**src/rtl/qos_csr_bank_pkg.sv**
```systemverilog
// Shared address map and register field offsets for the QoS CSR bank.
// Pure constants; no logic, no timing, no flow control.
package qos_csr_pkg;

    localparam logic [7:0] ADDR_CTRL     = 8'h00;
    localparam logic [7:0] ADDR_PRIO     = 8'h01;
    localparam logic [7:0] ADDR_TIMER    = 8'h02;
    localparam logic [7:0] ADDR_STATUS   = 8'h03;
    localparam logic [7:0] ADDR_EVENT    = 8'h04;
    localparam logic [7:0] ADDR_ERR_BASE = 8'h10;

    localparam int CTRL_FALLBACK = 0;
    localparam int CTRL_MANUAL   = 1;
    localparam int CTRL_IRQ_EN   = 2;
    localparam int CTRL_MCH_LSB  = 8;
    // The whole byte is range-checked so an out-of-range channel is never aliased.
    localparam int CTRL_MCH_W    = 8;

    localparam int STATUS_SP_LSB  = 8;
    localparam int EVENT_CHSW_BIT = 16;

endpackage

```
**src/rtl/qos_csr_bank_if.sv**
```systemverilog
// Host register bus: single-cycle write/read strobes, read data one cycle later.
// No backpressure: every strobe is accepted the cycle it is presented.
interface qos_csr_bank_if #(
    parameter int ADDR_W = 8
);
    logic              mm_write_en;
    logic              mm_read_en;
    logic [ADDR_W-1:0] mm_addr;
    logic [31:0]       mm_wdata;
    logic [31:0]       mm_rdata;
    logic              mm_rvalid;

    modport master (
        output mm_write_en, mm_read_en, mm_addr, mm_wdata,
        input  mm_rdata, mm_rvalid
    );

    modport slave (
        input  mm_write_en, mm_read_en, mm_addr, mm_wdata,
        output mm_rdata, mm_rvalid
    );
endinterface

```
**src/rtl/qos_csr_bank_err_counter.sv**
```systemverilog
// Saturating error event counter; clear and increment together leave it at 1.
// Updates on the same edge as its inputs; no backpressure.
module qos_err_counter #(
    parameter int ERR_W = 8
) (
    input  logic             clk,
    input  logic             rst_n,
    input  logic             inc,
    input  logic             clr,
    output logic [ERR_W-1:0] cnt
);

    always_ff @(posedge clk or negedge rst_n) begin
        if (!rst_n) begin
            cnt <= '0;
        end else if (clr) begin
            cnt <= inc ? ERR_W'(1) : '0;
        end else if (inc && (cnt != '1)) begin
            cnt <= cnt + 1'b1;
        end
    end

endmodule

```
**src/rtl/qos_csr_bank.sv**
```systemverilog
// qos_csr_bank: host CSR bank for the QoS core (config, live status, W1C events, error counters).
// Writes land on the strobe edge, read data one cycle after mm_read_en; no backpressure.
module qos_csr_bank
    import qos_csr_pkg::*;
#(
    parameter  int NUM_CH  = 4,
    localparam int CH_W    = $clog2(NUM_CH),
    parameter  int ERR_W   = 8,
    parameter  int TIMER_W = 20,
    parameter  int ADDR_W  = 8
) (
    input  logic                   clk,
    input  logic                   rst_n,
    qos_csr_bank_if.slave          mm,
    output logic                   fallback_enable,
    output logic                   manual_enable,
    output logic [CH_W-1:0]        manual_channel,
    output logic [NUM_CH*CH_W-1:0] channel_priority,
    output logic [TIMER_W-1:0]     reset_timer,
    output logic                   valid_config,
    output logic                   irq,
    input  logic [CH_W-1:0]        active_channel,
    input  logic [NUM_CH-1:0]      signal_present,
    input  logic [NUM_CH-1:0]      err_pulse
);

    localparam int PRIO_W = NUM_CH * CH_W;

    logic                  wr_ctrl, wr_prio, wr_timer, wr_event;
    logic [CTRL_MCH_W-1:0] mch_field;
    logic                  irq_en;
    logic [NUM_CH-1:0]     sp_prev, ev_fell, ev_flags, err_clr;
    logic [CH_W-1:0]       ac_prev;
    logic                  ev_chsw;
    logic [ERR_W-1:0]      err_cnt [NUM_CH];
    logic [31:0]           rd_mux, rdata_q;
    logic                  rvalid_q;
    logic                  unused_wdata;

    assign wr_ctrl   = mm.mm_write_en && (mm.mm_addr == ADDR_W'(ADDR_CTRL));
    assign wr_prio   = mm.mm_write_en && (mm.mm_addr == ADDR_W'(ADDR_PRIO));
    assign wr_timer  = mm.mm_write_en && (mm.mm_addr == ADDR_W'(ADDR_TIMER));
    assign wr_event  = mm.mm_write_en && (mm.mm_addr == ADDR_W'(ADDR_EVENT));
    assign mch_field = mm.mm_wdata[CTRL_MCH_LSB +: CTRL_MCH_W];
    assign ev_fell   = sp_prev & ~signal_present;
    assign unused_wdata = ^mm.mm_wdata;

    always_ff @(posedge clk or negedge rst_n) begin
        if (!rst_n) begin
            fallback_enable  <= 1'b0;
            manual_enable    <= 1'b0;
            irq_en           <= 1'b0;
            manual_channel   <= '0;
            channel_priority <= '0;
            reset_timer      <= '0;
            valid_config     <= 1'b0;
        end else begin
            valid_config <= wr_ctrl | wr_prio | wr_timer;
            if (wr_ctrl) begin
                fallback_enable <= mm.mm_wdata[CTRL_FALLBACK];
                manual_enable   <= mm.mm_wdata[CTRL_MANUAL];
                irq_en          <= mm.mm_wdata[CTRL_IRQ_EN];
                if (mch_field < CTRL_MCH_W'(NUM_CH)) begin
                    manual_channel <= mch_field[CH_W-1:0];
                end
            end
            if (wr_prio) begin
                channel_priority <= mm.mm_wdata[PRIO_W-1:0];
            end
            if (wr_timer) begin
                reset_timer <= mm.mm_wdata[TIMER_W-1:0];
            end
        end
    end

    // A new edge in the same cycle as its clear wins, so no event is dropped.
    always_ff @(posedge clk or negedge rst_n) begin
        if (!rst_n) begin
            sp_prev  <= '0;
            ac_prev  <= '0;
            ev_flags <= '0;
            ev_chsw  <= 1'b0;
            irq      <= 1'b0;
        end else begin
            sp_prev  <= signal_present;
            ac_prev  <= active_channel;
            ev_flags <= (ev_flags & ~(wr_event ? mm.mm_wdata[NUM_CH-1:0] : '0)) | ev_fell;
            ev_chsw  <= (ev_chsw & ~(wr_event & mm.mm_wdata[EVENT_CHSW_BIT]))
                        | (ac_prev != active_channel);
            irq      <= irq_en & ((|ev_flags) | ev_chsw);
        end
    end

    for (genvar i = 0; i < NUM_CH; i++) begin : g_err
        assign err_clr[i] = mm.mm_write_en
                            && (mm.mm_addr == ADDR_W'(ADDR_ERR_BASE + 8'(i)));
        qos_err_counter #(.ERR_W(ERR_W)) u_cnt (
            .clk  (clk),
            .rst_n(rst_n),
            .inc  (err_pulse[i]),
            .clr  (err_clr[i]),
            .cnt  (err_cnt[i])
        );
    end

    // Read mux sees pre-write register values, so a same-cycle write is not visible.
    always_comb begin
        rd_mux = '0;
        if (mm.mm_addr == ADDR_W'(ADDR_CTRL)) begin
            rd_mux[CTRL_FALLBACK]           = fallback_enable;
            rd_mux[CTRL_MANUAL]             = manual_enable;
            rd_mux[CTRL_IRQ_EN]             = irq_en;
            rd_mux[CTRL_MCH_LSB +: CH_W]    = manual_channel;
        end else if (mm.mm_addr == ADDR_W'(ADDR_PRIO)) begin
            rd_mux[PRIO_W-1:0]              = channel_priority;
        end else if (mm.mm_addr == ADDR_W'(ADDR_TIMER)) begin
            rd_mux[TIMER_W-1:0]             = reset_timer;
        end else if (mm.mm_addr == ADDR_W'(ADDR_STATUS)) begin
            rd_mux[CH_W-1:0]                = active_channel;
            rd_mux[STATUS_SP_LSB +: NUM_CH] = signal_present;
        end else if (mm.mm_addr == ADDR_W'(ADDR_EVENT)) begin
            rd_mux[NUM_CH-1:0]              = ev_flags;
            rd_mux[EVENT_CHSW_BIT]          = ev_chsw;
        end
        for (int i = 0; i < NUM_CH; i++) begin
            if (mm.mm_addr == ADDR_W'(ADDR_ERR_BASE + 8'(i))) begin
                rd_mux = 32'(err_cnt[i]);
            end
        end
    end

    always_ff @(posedge clk or negedge rst_n) begin
        if (!rst_n) begin
            rdata_q  <= '0;
            rvalid_q <= 1'b0;
        end else begin
            rvalid_q <= mm.mm_read_en;
            if (mm.mm_read_en) begin
                rdata_q <= rd_mux;
            end
        end
    end

    assign mm.mm_rdata  = rdata_q;
    assign mm.mm_rvalid = rvalid_q;

endmodule

```
**src/flat_wrapper.sv**
```systemverilog
// flat-port wrapper written by rule: the top's interface ports become plain ports
module qos_csr_bank_flat import qos_csr_pkg::*;
#(
    parameter  int NUM_CH  = 4,
    localparam int CH_W    = $clog2(NUM_CH),
    parameter  int ERR_W   = 8,
    parameter  int TIMER_W = 20,
    parameter  int ADDR_W  = 8
)
  (clk, rst_n, fallback_enable, manual_enable, manual_channel, channel_priority, reset_timer, valid_config, irq, active_channel, signal_present, err_pulse, mm_mm_write_en, mm_mm_read_en, mm_mm_addr, mm_mm_wdata, mm_mm_rdata, mm_mm_rvalid);
  qos_csr_bank_if #(.ADDR_W(ADDR_W)) mm_i ();
  input  logic clk;
  input  logic rst_n;
  output logic fallback_enable;
  output logic manual_enable;
  output logic [CH_W-1:0] manual_channel;
  output logic [NUM_CH*CH_W-1:0] channel_priority;
  output logic [TIMER_W-1:0] reset_timer;
  output logic valid_config;
  output logic irq;
  input  logic [CH_W-1:0] active_channel;
  input  logic [NUM_CH-1:0] signal_present;
  input  logic [NUM_CH-1:0] err_pulse;
  input wire logic [$bits(mm_i.mm_write_en)-1:0] mm_mm_write_en;
  input wire logic [$bits(mm_i.mm_read_en)-1:0] mm_mm_read_en;
  input wire logic [$bits(mm_i.mm_addr)-1:0] mm_mm_addr;
  input wire logic [$bits(mm_i.mm_wdata)-1:0] mm_mm_wdata;
  output wire logic [$bits(mm_i.mm_rdata)-1:0] mm_mm_rdata;
  output wire logic [$bits(mm_i.mm_rvalid)-1:0] mm_mm_rvalid;
  assign mm_i.mm_write_en = mm_mm_write_en;
  assign mm_i.mm_read_en = mm_mm_read_en;
  assign mm_i.mm_addr = mm_mm_addr;
  assign mm_i.mm_wdata = mm_mm_wdata;
  assign mm_mm_rdata = mm_i.mm_rdata;
  assign mm_mm_rvalid = mm_i.mm_rvalid;
  qos_csr_bank #(.NUM_CH(NUM_CH), .ERR_W(ERR_W), .TIMER_W(TIMER_W), .ADDR_W(ADDR_W)) u_core (.clk(clk), .rst_n(rst_n), .mm(mm_i), .fallback_enable(fallback_enable), .manual_enable(manual_enable), .manual_channel(manual_channel), .channel_priority(channel_priority), .reset_timer(reset_timer), .valid_config(valid_config), .irq(irq), .active_channel(active_channel), .signal_present(signal_present), .err_pulse(err_pulse));
endmodule
```
**config.mk**
```make
export PLATFORM = sky130hd
export DESIGN_NAME = qos_csr_bank_flat
export DESIGN_NICKNAME = d
export VERILOG_FILES = /design/src/rtl/qos_csr_bank_pkg.sv /design/src/rtl/qos_csr_bank_if.sv /design/src/rtl/qos_csr_bank_err_counter.sv /design/src/rtl/qos_csr_bank.sv /design/src/flat_wrapper.sv
export SDC_FILE = /design/constraint.sdc
export NUM_CORES = 1
export LEC_CHECK = 0
export CAP_MARGIN = 10
export CORE_MARGIN = 2
export CORE_UTILIZATION = 30
export DETAILED_ROUTE_END_ITERATION = 8
export DONT_BUFFER_PORTS = 1
export GPL_ROUTABILITY_DRIVEN = 0
export HOLD_SLACK_MARGIN = 0.03
export PLACE_DENSITY_LB_ADDON = 0.25
export SLEW_MARGIN = 20
export SYNTH_ARGS = -nofsm -noshare
export SYNTH_HDL_FRONTEND = slang
export SYNTH_SLANG_ARGS = --single-unit
```
**constraint.sdc**
```tcl
create_clock -name clk -period 1.9 [get_ports clk]
set_input_delay 0.38 -clock clk [delete_from_list [all_inputs] [get_ports clk]]
set_output_delay 0.38 -clock clk [all_outputs]
set_load 0.01 [all_outputs]
```
==> results.ini <==
[run_status]
outcome = finished with violations
violations = negative hold slack

[grt]
antenna_found_initial = 0
grt_overflow = 0
grt_max_degree = 100
grt_pass1_wl_um = 22310
grt_usage = 0.1611
grt_pass1_vias = 3996

[floorplanning]
die_h_um = 133.7
die-area_mm2 = 0.01789
rows = 47
die_x_um = 133.7
initial_core_util = 0.3056
core_area_mm2 = 0.01652
io_pins = 121

[cts]
root_buffer = clkbuf_16
clk_pin_slew_worst_paths_ns = 0.07
cts_buffer_depth = 2
cts_max_level = 3
clk_latency_ns = 0.35
cts_tree = built
cts-resized-gates = 0
cts.sinks = 99
post_cts_buffers = 0
cts-buffers-inserted = 9

[setup_path]
worstSetupEndpointType = flop
r2r-end = u_core.g_err[0].u_cnt.cnt[0]$_DFFE_PN0P_
critPathMaxFanout = 6
cp-start-kind = flop
r2r_setup_slack_ns = 0.23
r2r-start = u_core.g_err[0].u_cnt.cnt[0]$_DFFE_PN0P_
ff2ff_path_depth = 7
arrival_ns = 1.90
cp.required_ns = 2.13
critPathKind = flop to flop

[layout]
final_cell_mix = dfrtp_1, nor2_1, nand2_1, inv_1, mux2_2
nets = 591
area_growth_pct = 13.21
final_area_mm2 = 0.005717
drive_gt1_frac = 0.1490
antenna_cells = 0
final_common_cell = dfrtp_1
final.fill_count = 1666

[synthesis]
yosys.area.top_type = dfrtp_1
yosysWarnings = 0
ys_types = 54
ys_async_sr_fraction = 1.000
synth_edf_count = 0
ys.flop_type = dfrtp_1
synth.avg_cell_area_um2 = 9.787
syn_inst = 516
seq_area_frac_synth = 0.4906
synth_top_area_frac = 0.4906
synth_area_mm2 = 0.005050
synth_seq_cells = 99
synth_area_leaders = dfrtp_1, mux2_2, nor2_1

[power]
combPwrFrac = 0.150
ir_drop_mv = 0.4937
p_switching_mw = 1.655
p_clk_frac = 0.331
switching_share = 0.3006
p_leak_nw = 2.450
power_density_mw_per_mm2 = 962.9
p_int_mw = 3.850
fin_total_pwr_mw = 5.505
p_seq_frac = 0.520

[sta]
fmax_mhz = 599.2
period_minus_slack_ns = 1.669
fin_crit_sh = 0.8784
finalMaxSlewViolations = 0
skew_ns = 0.008388
hold_viol = 99
setup_slack_ns = 0.2310
relSlewSlack = 0.6694
setup_viol = 0
tightest_slew_ns = 0.4922
hold_slack_ns = -0.2769
rsz0062_at_grt = false

[routing]
first_pass_iters = 4
wire_per_inst_um = 17.84
drtIter0Drc = 266
vias = 3900
antenna_left = 0
drc_errors = 0
finalWirelength_um = 13510
vias_per_cell = 5.152

[placement]
numPortBuffers = 0
place_ws_ns = -0.1162
detailed_place.area_mm2 = 0.005424
hpwl_um = 10120

[flow_run]
maxCapViolCount = 0

[min_path]
min_path_type = input pin to async pin

## cell type report
class | count | area, µm² | share of cell area
Clock buffer | 10 | 239.0 | 0.04180
Clock inverter | 5 | 53.80 | 0.009411
Inverter | 33 | 123.9 | 0.02167
Multi-Input combinational cell | 362 | 2325 | 0.4067
Sequential cell | 99 | 2477 | 0.4334
Tap cell | 220 | 275.3 | 0.04815
Timing Repair Buffer | 28 | 222.7 | 0.03896
## state kept, by name (all words and copies together) (netlist names)
signal and cells:
u_core.ac_prev 2, u_core.channel_priority 8, u_core.ev_chsw 1, u_core.ev_flags 4, u_core.fallback_enable 1, u_core.g_err.u_cnt.cnt 32, u_core.irq 1, u_core.irq_en 1
u_core.manual_channel 2, u_core.manual_enable 1, u_core.mm.mm_rdata 20, u_core.mm.mm_rvalid 1, u_core.reset_timer 20, u_core.sp_prev 4, u_core.valid_config 1
## worst max path at each step
stage / startpoint / to / slack (ns) / cells after the start
5_1_grt: u_core.g_err[0].u_cnt.cnt[0]$_DFFE_PN0P_ / u_core.g_err[0].u_cnt.cnt[3]$_DFFE_PN0P_ / 0.04 / 7
3_3_place_gp: mm_mm_addr[5] / u_core.reset_timer[7]$_DFFE_PN0P_ / -0.16 / 6
4_1_cts: u_core.g_err[0].u_cnt.cnt[0]$_DFFE_PN0P_ / u_core.g_err[0].u_cnt.cnt[0]$_DFFE_PN0P_ / 0.24 / 7
6_report: u_core.g_err[0].u_cnt.cnt[0]$_DFFE_PN0P_ / u_core.g_err[0].u_cnt.cnt[0]$_DFFE_PN0P_ / 0.23 / 7
3_5_place_dp: mm_mm_addr[5] / u_core.reset_timer[10]$_DFFE_PN0P_ / -0.12 / 6
2_1_floorplan: mm_mm_addr[3] / u_core.reset_timer[0]$_DFFE_PN0P_ / 0.0002 / 6
## metal layers
layer / part of all wire / wire [µm] / global-route usage / up-vias
met2: 0.48 / 6433 / 0.2496 / 111
met3: 0.071 / 954 / 0.05403 / 12
met5: 0 / 0 / 0 / -
met4: 0.018 / 242 / 0.05851 / 0
li1: - / - / - / 1842
met1: 0.44 / 5877 / 0.2098 / 1935
## per-stage QoR
stage	TNS [ns]	hold WS, ns	util	std cells
3_3_place_gp	-3.574	0.08665	0.3282	742
5_1_grt	0	-0.3037	0.3460	757
6_report	0	-0.2769	0.3460	757
3_5_place_dp	-2.124	0.08626	0.3282	742
2_1_floorplan	0	0.08441	-	527
4_1_cts	0	-0.2978	0.3460	757
## power by group through the flow
stage          clock network (mW)  registers, mW  logic, mW
2_1_floorplan                   0           2.73      0.744
4_1_cts                      1.89           2.86      0.829
6_report                     1.82           2.86      0.823
3_5_place_dp                    0           2.89      0.826
5_1_grt                      1.97           2.92      0.952
3_3_place_gp                    0           2.88      0.797
## kinds of logic (layout without fill, tap and decap cells)
family | count (synthesis) | in the layout | share of synthesized area
simple gates | 187 | 187 | 0.1834
flops | 99 | 99 | 0.4906
compound gates | 97 | 97 | 0.1303
buf+inv | 66 | 76 | 0.05897
mux | 44 | 44 | 0.09489
xor+xnor | 18 | 18 | 0.03122
fa+ha+maj | 4 | 4 | 0.009911
other cells | 1 | 12 | 0.0007426
## cell usage after synthesis, types with 3 or more instances
cell / instances
nand2_1: 38
a211o_1: 5
o31ai_1: 3
and3_1: 9
nor2_1: 61
nor3b_1: 3
nand2b_1: 6
xor2_1: 4
nand4_1: 6
buf_4: 12
buf_2: 4
nor2b_1: 3
or4_1: 3
nand3_1: 15
a211oi_1: 3
xnor2_1: 14
a21oi_1: 24
o221ai_1: 8
mux2i_1: 13
o2bb2ai_1: 4
inv_1: 33
or4b_1: 3
nor4_1: 4
a22o_1: 5
nor3_1: 20
o32ai_1: 4
nand3b_1: 3
ha_1: 4
mux2_2: 31
o21ai_0: 20
a31oi_1: 5
clkbuf_1: 16
dfrtp_1: 99
## worst max-delay path, cell delays in order (launching register included)
cell and delay, ns:
dfrtp_1 0.48, ha_1 0.28, nand3_1 0.12, o31ai_1 0.25, buf_4 0.18, nor2_1 0.04, a21oi_1 0.11, o21ai_0 0.09
(Power assumes the default switching activity.)
